==> src/rtl/t_toggle_counter.sv <==
// Multi-bit T-register / up-down counter with parallel load.
// Complementary outputs, combinational terminal count, registered ovf pulse.
module t_toggle_counter #(
  parameter int WIDTH    = 8,
  parameter bit SATURATE = 1'b0
) (
  input  logic             clk,
  input  logic             rst,
  input  logic             en,
  input  logic [1:0]       mode,
  input  logic [WIDTH-1:0] t,
  input  logic [WIDTH-1:0] d,
  output logic [WIDTH-1:0] q,
  output logic [WIDTH-1:0] qb,
  output logic             tc,
  output logic             ovf
);

  localparam logic [1:0] M_TOG  = 2'b00;
  localparam logic [1:0] M_UP   = 2'b01;
  localparam logic [1:0] M_DOWN = 2'b10;
  localparam logic [1:0] M_LOAD = 2'b11;

  logic [WIDTH-1:0] r_q;
  logic             r_ovf;
  logic [WIDTH-1:0] w_q_nxt;
  logic             w_ovf_nxt;
  logic             w_all1;
  logic             w_zero;

  assign w_all1 = &r_q;
  assign w_zero = ~|r_q;

  always_comb begin
    w_q_nxt   = r_q;
    w_ovf_nxt = 1'b0;
    if (en) begin
      unique case (mode)
        M_TOG: w_q_nxt = r_q ^ t;
        M_UP: begin
          if (w_all1) begin
            w_q_nxt   = SATURATE ? r_q : '0;
            w_ovf_nxt = 1'b1;
          end else begin
            w_q_nxt = r_q + WIDTH'(1);
          end
        end
        M_DOWN: begin
          if (w_zero) begin
            w_q_nxt   = SATURATE ? r_q : '1;
            w_ovf_nxt = 1'b1;
          end else begin
            w_q_nxt = r_q - WIDTH'(1);
          end
        end
        M_LOAD: w_q_nxt = d;
        default: w_q_nxt = r_q;
      endcase
    end
  end

  always_ff @(posedge clk or posedge rst) begin
    if (rst) begin
      r_q   <= '0;
      r_ovf <= 1'b0;
    end else begin
      r_q   <= w_q_nxt;
      r_ovf <= w_ovf_nxt;
    end
  end

  assign q   = r_q;
  assign qb  = ~r_q;
  assign ovf = r_ovf;
  assign tc  = ((mode == M_UP) && w_all1) ||
               ((mode == M_DOWN) && w_zero);

endmodule

==> config.mk <==
export PLATFORM = sky130hd
export DESIGN_NAME = t_toggle_counter
export DESIGN_NICKNAME = d
export VERILOG_FILES = /design/src/rtl/t_toggle_counter.sv
export SDC_FILE = /design/constraint.sdc
export NUM_CORES = 1
export LEC_CHECK = 0
export CAP_MARGIN = 20
export CORE_ASPECT_RATIO = 1.5
export CORE_MARGIN = 2
export CORE_UTILIZATION = 40
export DETAILED_ROUTE_END_ITERATION = 7
export GPL_ROUTABILITY_DRIVEN = 0
export PLACE_DENSITY = 0.86
export RECOVER_POWER = 25
export SYNTH_ARGS = -nofsm -noshare
export SYNTH_HDL_FRONTEND = slang
export SYNTH_SLANG_ARGS = --single-unit
==> constraint.sdc <==
create_clock -name clk -period 1.4 [get_ports clk]
set_input_delay 0.35 -clock clk [delete_from_list [all_inputs] [get_ports clk]]
set_output_delay 0.35 -clock clk [all_outputs]
set_load 0.01 [all_outputs]
==> flow_metrics.env, run 1 <==
export IMPL_tns_ps=-2568
export IMPL_synth_seq_cells=9
export IMPL_ys_types=41
export IMPL_cts_sinks=9
export IMPL_yosys_area_top_type_share=0.2184
export IMPL_grt_total_usage=0.3485
export IMPL_antenna_found_initial=0
export IMPL_fp_dieArea_sq_um=3008
export IMPL_critPathKind="reg -> out"
export IMPL_drtIter0Drc=141
export IMPL_critPathMaxFanout=3
export IMPL_cts_tree="built"
export IMPL_postPlaceCellArea_sq_um=1752
export IMPL_route_detailed_drc=0
export IMPL_port_buffers=38
export IMPL_period_share=1.309
export IMPL_worst_path_buf_inv=2
export IMPL_io_pin_count=39
export IMPL_seqCellArea_sq_um=230.2
export IMPL_ant_nets=0
export IMPL_critPathSlowestCell="dfrtp_1"
export IMPL_htreeDepth=1
export IMPL_multiInputGateArea_sq_um=824.5
export IMPL_dpl_hpwl_microns=3156
export IMPL_layout_common_cells="48 x buf_4, 26 x buf_6, 17 x clkdlybuf4s50_1"
export IMPL_crit_arrival_ps=1480
export IMPL_cts_root_buf="clkbuf_4"
export IMPL_synth_top_cell_by_area="dfrtp_1"
export IMPL_n_fill_cell=143
export IMPL_worst_slew_pin_slew_ps=438.6
export IMPL_start_util=0.4208
export IMPL_fin_area_sq_um=2064
export IMPL_status="finished with violations"
export IMPL_synth_area_sq_um=1031
export IMPL_synthCells=132
export IMPL_n_antenna_cell=0
export IMPL_cellPowerDensity_nw_per_um2=1327
export IMPL_yosysSeqAreaShare=0.2184
export IMPL_fin_ws_ps=-432.9
export IMPL_finalClockSkew_ps=4.528
export IMPL_final_common_cell="buf_4"
export IMPL_fin_cells=252
export IMPL_min_path_type="in -> async"
export IMPL_start_kind="register"
export IMPL_wl_microns=5663
export IMPL_ys_warn_count=0
export IMPL_worstSkewPairLatency_ps=280
export IMPL_power_mw=2.740
export IMPL_final_hold_viol_count=0
export IMPL_power_leakage_nw=0.9290
export IMPL_crit_family="simple AND/OR/NAND/NOR gates"
export IMPL_utilization=0.8427
export IMPL_clockBufferDepth=2
export IMPL_vias=1620
export IMPL_violations="negative setup slack"
export IMPL_fin_nets=257
export IMPL_min_period_ps=1833
export IMPL_yosys_most_used_dff="dfrtp_1"
export IMPL_rsz0062_at_grt="true"
export IMPL_dpl_cell_count=229
export IMPL_peakVddDrop_mv=0.8769
export IMPL_syn_to_final_growth_pct=100.2
export IMPL_grt_pass1_vias=1571
export IMPL_critPathMaxStageDelay_ps=420
export IMPL_die_x_microns=45.45
export IMPL_first_pass_iters=7
export IMPL_required_ps=1050
export IMPL_syn_avg_cell_area_sq_um=7.811
export IMPL_rows=22
export IMPL_path_clk_slew_ps=80
export IMPL_cap_violations=0
export IMPL_tritoncts_num_buffers=3
export IMPL_grt_start_max_net_pins=10
export IMPL_wl_per_cell_microns=22.47
export IMPL_core_area_sq_um=2450
export IMPL_drive_gt1_frac=0.5395
export IMPL_grt_ovfl_total=0
export IMPL_synth_edf_count=0
export IMPL_setup_violations=12
export IMPL_grt_pass1_wl_microns=7514
export IMPL_die_h_microns=66.18
export IMPL_max_freq_ghz=0.5456
export IMPL_crit_chain="buf_4 > nand4_1 > nor3_2 > or2_4 > buf_6"
export IMPL_maxSlewViolCount=0
export IMPL_syn_nets=160
export IMPL_vias_per_cell=6.429
export IMPL_yosys_top_cells_area="dfrtp_1 22%, ha_1 8.5%, nand2_1 5.5%, o21ai_0 5.3%, a22oi_1 5.1%"
export IMPL_synthArstFlopShare=1.000
export IMPL_cp_end_kind="output port"
export IMPL_slew_limit_headroom=0.7073
[kinds of logic (layout without fill, tap and decap cells)]
family,Yosys count,after routing,synth area share
adders and majority gates,7,7,0.08495
muxes,1,1,0.009709
buffers and inverters,24,120,0.1080
and+or+nand+nor,41,41,0.2245
xor gates and xnor gates,6,6,0.05097
AOI/OAI and AO/OA,44,44,0.3034
DFF,9,9,0.2185
[cells in the mapped netlist, drive strengths merged, types with 3 or more instances]
library cell  count
clkbuf            4
inv              15
o21ai            11
dfrtp             9
ha                7
nor3              3
a211oi            4
and3              3
nand2            15
o211ai            3
a22oi             7
xnor2             6
a21oi             5
buf               5
nand3            10
[through the flow]
stage	hold WS (ps)	setup WS, ps
2_1_floorplan	177.8	-122.6
3_3_place_gp	667.2	-945.8
3_5_place_dp	674.5	-1017
4_1_cts	377.3	-433.6
5_1_grt	518.3	-521.1
6_report	510.7	-432.9
[final timing paths]
kind / startpoint / to / slack [ps] / depth (start not counted)
setup / recovery: q[3] / tc / -430 / 5
min in group clk: d[0] / q[0] / 670 / 3
setup reg to reg: q[3] / q[7] / -380 / 6
hold / removal: rst / ovf / 510 / 2
hold reg to reg: q[2] / q[2] / 730 / 3
max in group asynchronous: rst / q[1] / 560 / 2
[power breakdown]
part,internal [mW],leakage (nW),switching [mW]
clock,0.111,0.0150,0.118
combinational,1.11,0.810,0.969
sequential,0.330,0.104,0.104
[flip-flops by register name (all words and copies together), names as in the netlist]
| name | flops |
|---|---|
| q | 8 |
| ovf | 1 |
[cell type report]
type                            instances  area share
Tap cell                               24     0.01455
Clock buffer                            4     0.01273
Inverter                               15     0.03091
Sequential cell                         9      0.1115
Multi-Input combinational cell         99      0.3994
Timing Repair Buffer                  101      0.4309
[routing by layer]
metal  global-route usage  up-vias  routed length [microns]
met5                    0        -                        0
met4               0.2206        0                      378
met3              0.07377       51                      520
met2               0.5880      125                     2811
met1               0.3733      763                     1953
li1                     -      681                        -
[timing repair]
action / in CTS / in global routing
resized for setup: 110 / 21
pin swaps: 15 / 14
setup buffers: 13 / 14
cloned: 0 / 0
setup endpoints to repair: 27 / 22
hold buffers: 0 / 0
Power figures use the tool's default switching activity.
==> inputs of run 2 (changes only) <==
--- a/config.mk
+++ b/config.mk
@@ -11,7 +11,8 @@
 export CORE_UTILIZATION = 40
 export DETAILED_ROUTE_END_ITERATION = 7
 export GPL_ROUTABILITY_DRIVEN = 0
-export PLACE_DENSITY = 0.86
+export HOLD_SLACK_MARGIN = 0.03
+export PLACE_DENSITY = 0.77
 export RECOVER_POWER = 25
 export SYNTH_ARGS = -nofsm -noshare
 export SYNTH_HDL_FRONTEND = slang
==> run 2 against run 1 <==
Effect of this change:
- the run still ends with negative setup slack left
- cell count increased by 0.40%
- first-iteration DRC count fell by 23%
- register-to-register slack improved by 20 ps
- die area is the same
- non-clock buffer count is 1 higher
- critical path type unchanged
- largest power group unchanged
==> flow_metrics.env, run 2 (synthesis gave the netlist of run 1 again) <==
export IMPL_clockBufferDepth=2
export IMPL_required_ps=1050
export IMPL_rsz0062_at_grt="true"
export IMPL_vias=1609
export IMPL_rows=22
export IMPL_io_pin_count=39
export IMPL_syn_to_final_growth_pct=106.4
export IMPL_peakVddDrop_mv=0.9166
export IMPL_first_pass_iters=5
export IMPL_critPathMaxStageDelay_ps=460
export IMPL_violations="negative setup slack"
export IMPL_fin_cells=253
export IMPL_die_h_microns=66.18
export IMPL_drtIter0Drc=109
export IMPL_ant_nets=0
export IMPL_grt_pass1_wl_microns=6858
export IMPL_wl_per_cell_microns=21.43
export IMPL_start_util=0.4208
export IMPL_maxSlewViolCount=0
export IMPL_fin_nets=258
export IMPL_min_period_ps=1828
export IMPL_cts_sinks=9
export IMPL_wl_microns=5422
export IMPL_fp_dieArea_sq_um=3008
export IMPL_slew_limit_headroom=0.6962
export IMPL_cp_end_kind="output port"
export IMPL_critPathMaxFanout=3
export IMPL_dpl_cell_count=228
export IMPL_period_share=1.306
export IMPL_cts_tree="built"
export IMPL_n_antenna_cell=0
export IMPL_final_hold_viol_count=0
export IMPL_crit_arrival_ps=1480
export IMPL_crit_chain="inv_4 > ha_4 > nand3_4 > nor3_4 > or2_4 > buf_6"
export IMPL_critPathKind="reg -> out"
export IMPL_worst_slew_pin_slew_ps=455.2
export IMPL_antenna_found_initial=0
export IMPL_grt_total_usage=0.3139
export IMPL_largest_register_ffs=8
export IMPL_utilization=0.8687
export IMPL_power_leakage_nw=0.9428
export IMPL_cts_root_buf="clkbuf_4"
export IMPL_min_path_type="in -> async"
export IMPL_finalClockSkew_ps=3.694
export IMPL_dpl_hpwl_microns=2990
export IMPL_critPathSlowestCell="dfrtp_2"
export IMPL_route_detailed_drc=0
export IMPL_drive_gt1_frac=0.5546
export IMPL_die_x_microns=45.45
export IMPL_core_area_sq_um=2450
export IMPL_grt_pass1_vias=1498
export IMPL_layout_common_cells="41 x buf_4, 32 x buf_6, 17 x clkdlybuf4s50_1"
export IMPL_fin_ws_ps=-428.4
export IMPL_cts_hold_buf=0
export IMPL_cap_violations=0
export IMPL_vias_per_cell=6.360
export IMPL_setup_violations=14
export IMPL_path_clk_slew_ps=80
export IMPL_power_mw=2.825
export IMPL_status="finished with violations"
export IMPL_max_freq_ghz=0.5469
export IMPL_grt_ovfl_total=0
export IMPL_worstSkewPairLatency_ps=280
export IMPL_port_buffers=38
export IMPL_tritoncts_num_buffers=3
export IMPL_cellPowerDensity_nw_per_um2=1327
export IMPL_final_common_cell="buf_4"
export IMPL_htreeDepth=1
export IMPL_start_kind="register"
export IMPL_grt_start_max_net_pins=10
-- run 2: final timing paths --
| kind | startpoint | to | slack [ps] | cells after the start |
|---|---|---|---|---|
| max reg2reg | q[1] | q[7] | -360 | 8 |
| min in group clk | q[6] | q[6] | 720 | 3 |
| max | q[1] | tc | -430 | 6 |
| max in group asynchronous | rst | q[0] | 550 | 2 |
| min | rst | ovf | 510 | 2 |
| min reg2reg | q[6] | q[6] | 720 | 3 |
-- run 2: metal layers --
metal  GRT usage  routed length [microns]  vias to the layer above
met2      0.5158                     2629                      119
met5           0                        0                        -
met3     0.05738                      468                       53
met1      0.3566                     1904                      757
met4      0.1949                      420                        0
li1            -                        -                      680
-- run 2: area by class of cell --
type,count,area (sq um)
repair buffers,102,915.9
multi-input cells,99,860.8
fillers,129,321.6
inverters,15,65.06
flip-flops and latches,9,230.2
well taps,24,30.03
clock buffers,4,26.28
-- run 2: through the flow --
step                area (sq um)  worst slack (ps)  hold slack [ps]  setup TNS, ps
global route                2128            -490.7            524.6          -3660
finish                      2128            -428.4            512.0          -2984
floorplan                   1076            -122.6            177.8         -293.3
detailed placement          1744            -991.6            659.1          -7533
global placement            1744            -944.3            650.4          -6961
CTS                         1929            -382.7            383.5          -1595
-- run 2: report_power, final --
part | total, mW | switching [mW] | internal (mW)
Sequential | 0.433 | 0.102 | 0.331
Combinational | 2.16 | 0.989 | 1.17
Clock | 0.235 | 0.124 | 0.111
Total | 2.83 | 1.21 | 1.61
-- run 2: worst max-delay path, delay by kind of cell (launching register included) --
kind / cells / cell delay, ps
DFF: 1 / 460
buffers and inverters: 2 / 180
and+or+nand+nor: 3 / 400
adders and majority gates: 1 / 160
-- run 2: what timing repair did --
item                                    4_1_cts  5_1_grt
cloned                                        0        0
gates resized for setup                     104       40
endpoints found under the setup margin       27       21
pin swaps                                    14       16
buffers inserted                             13       14
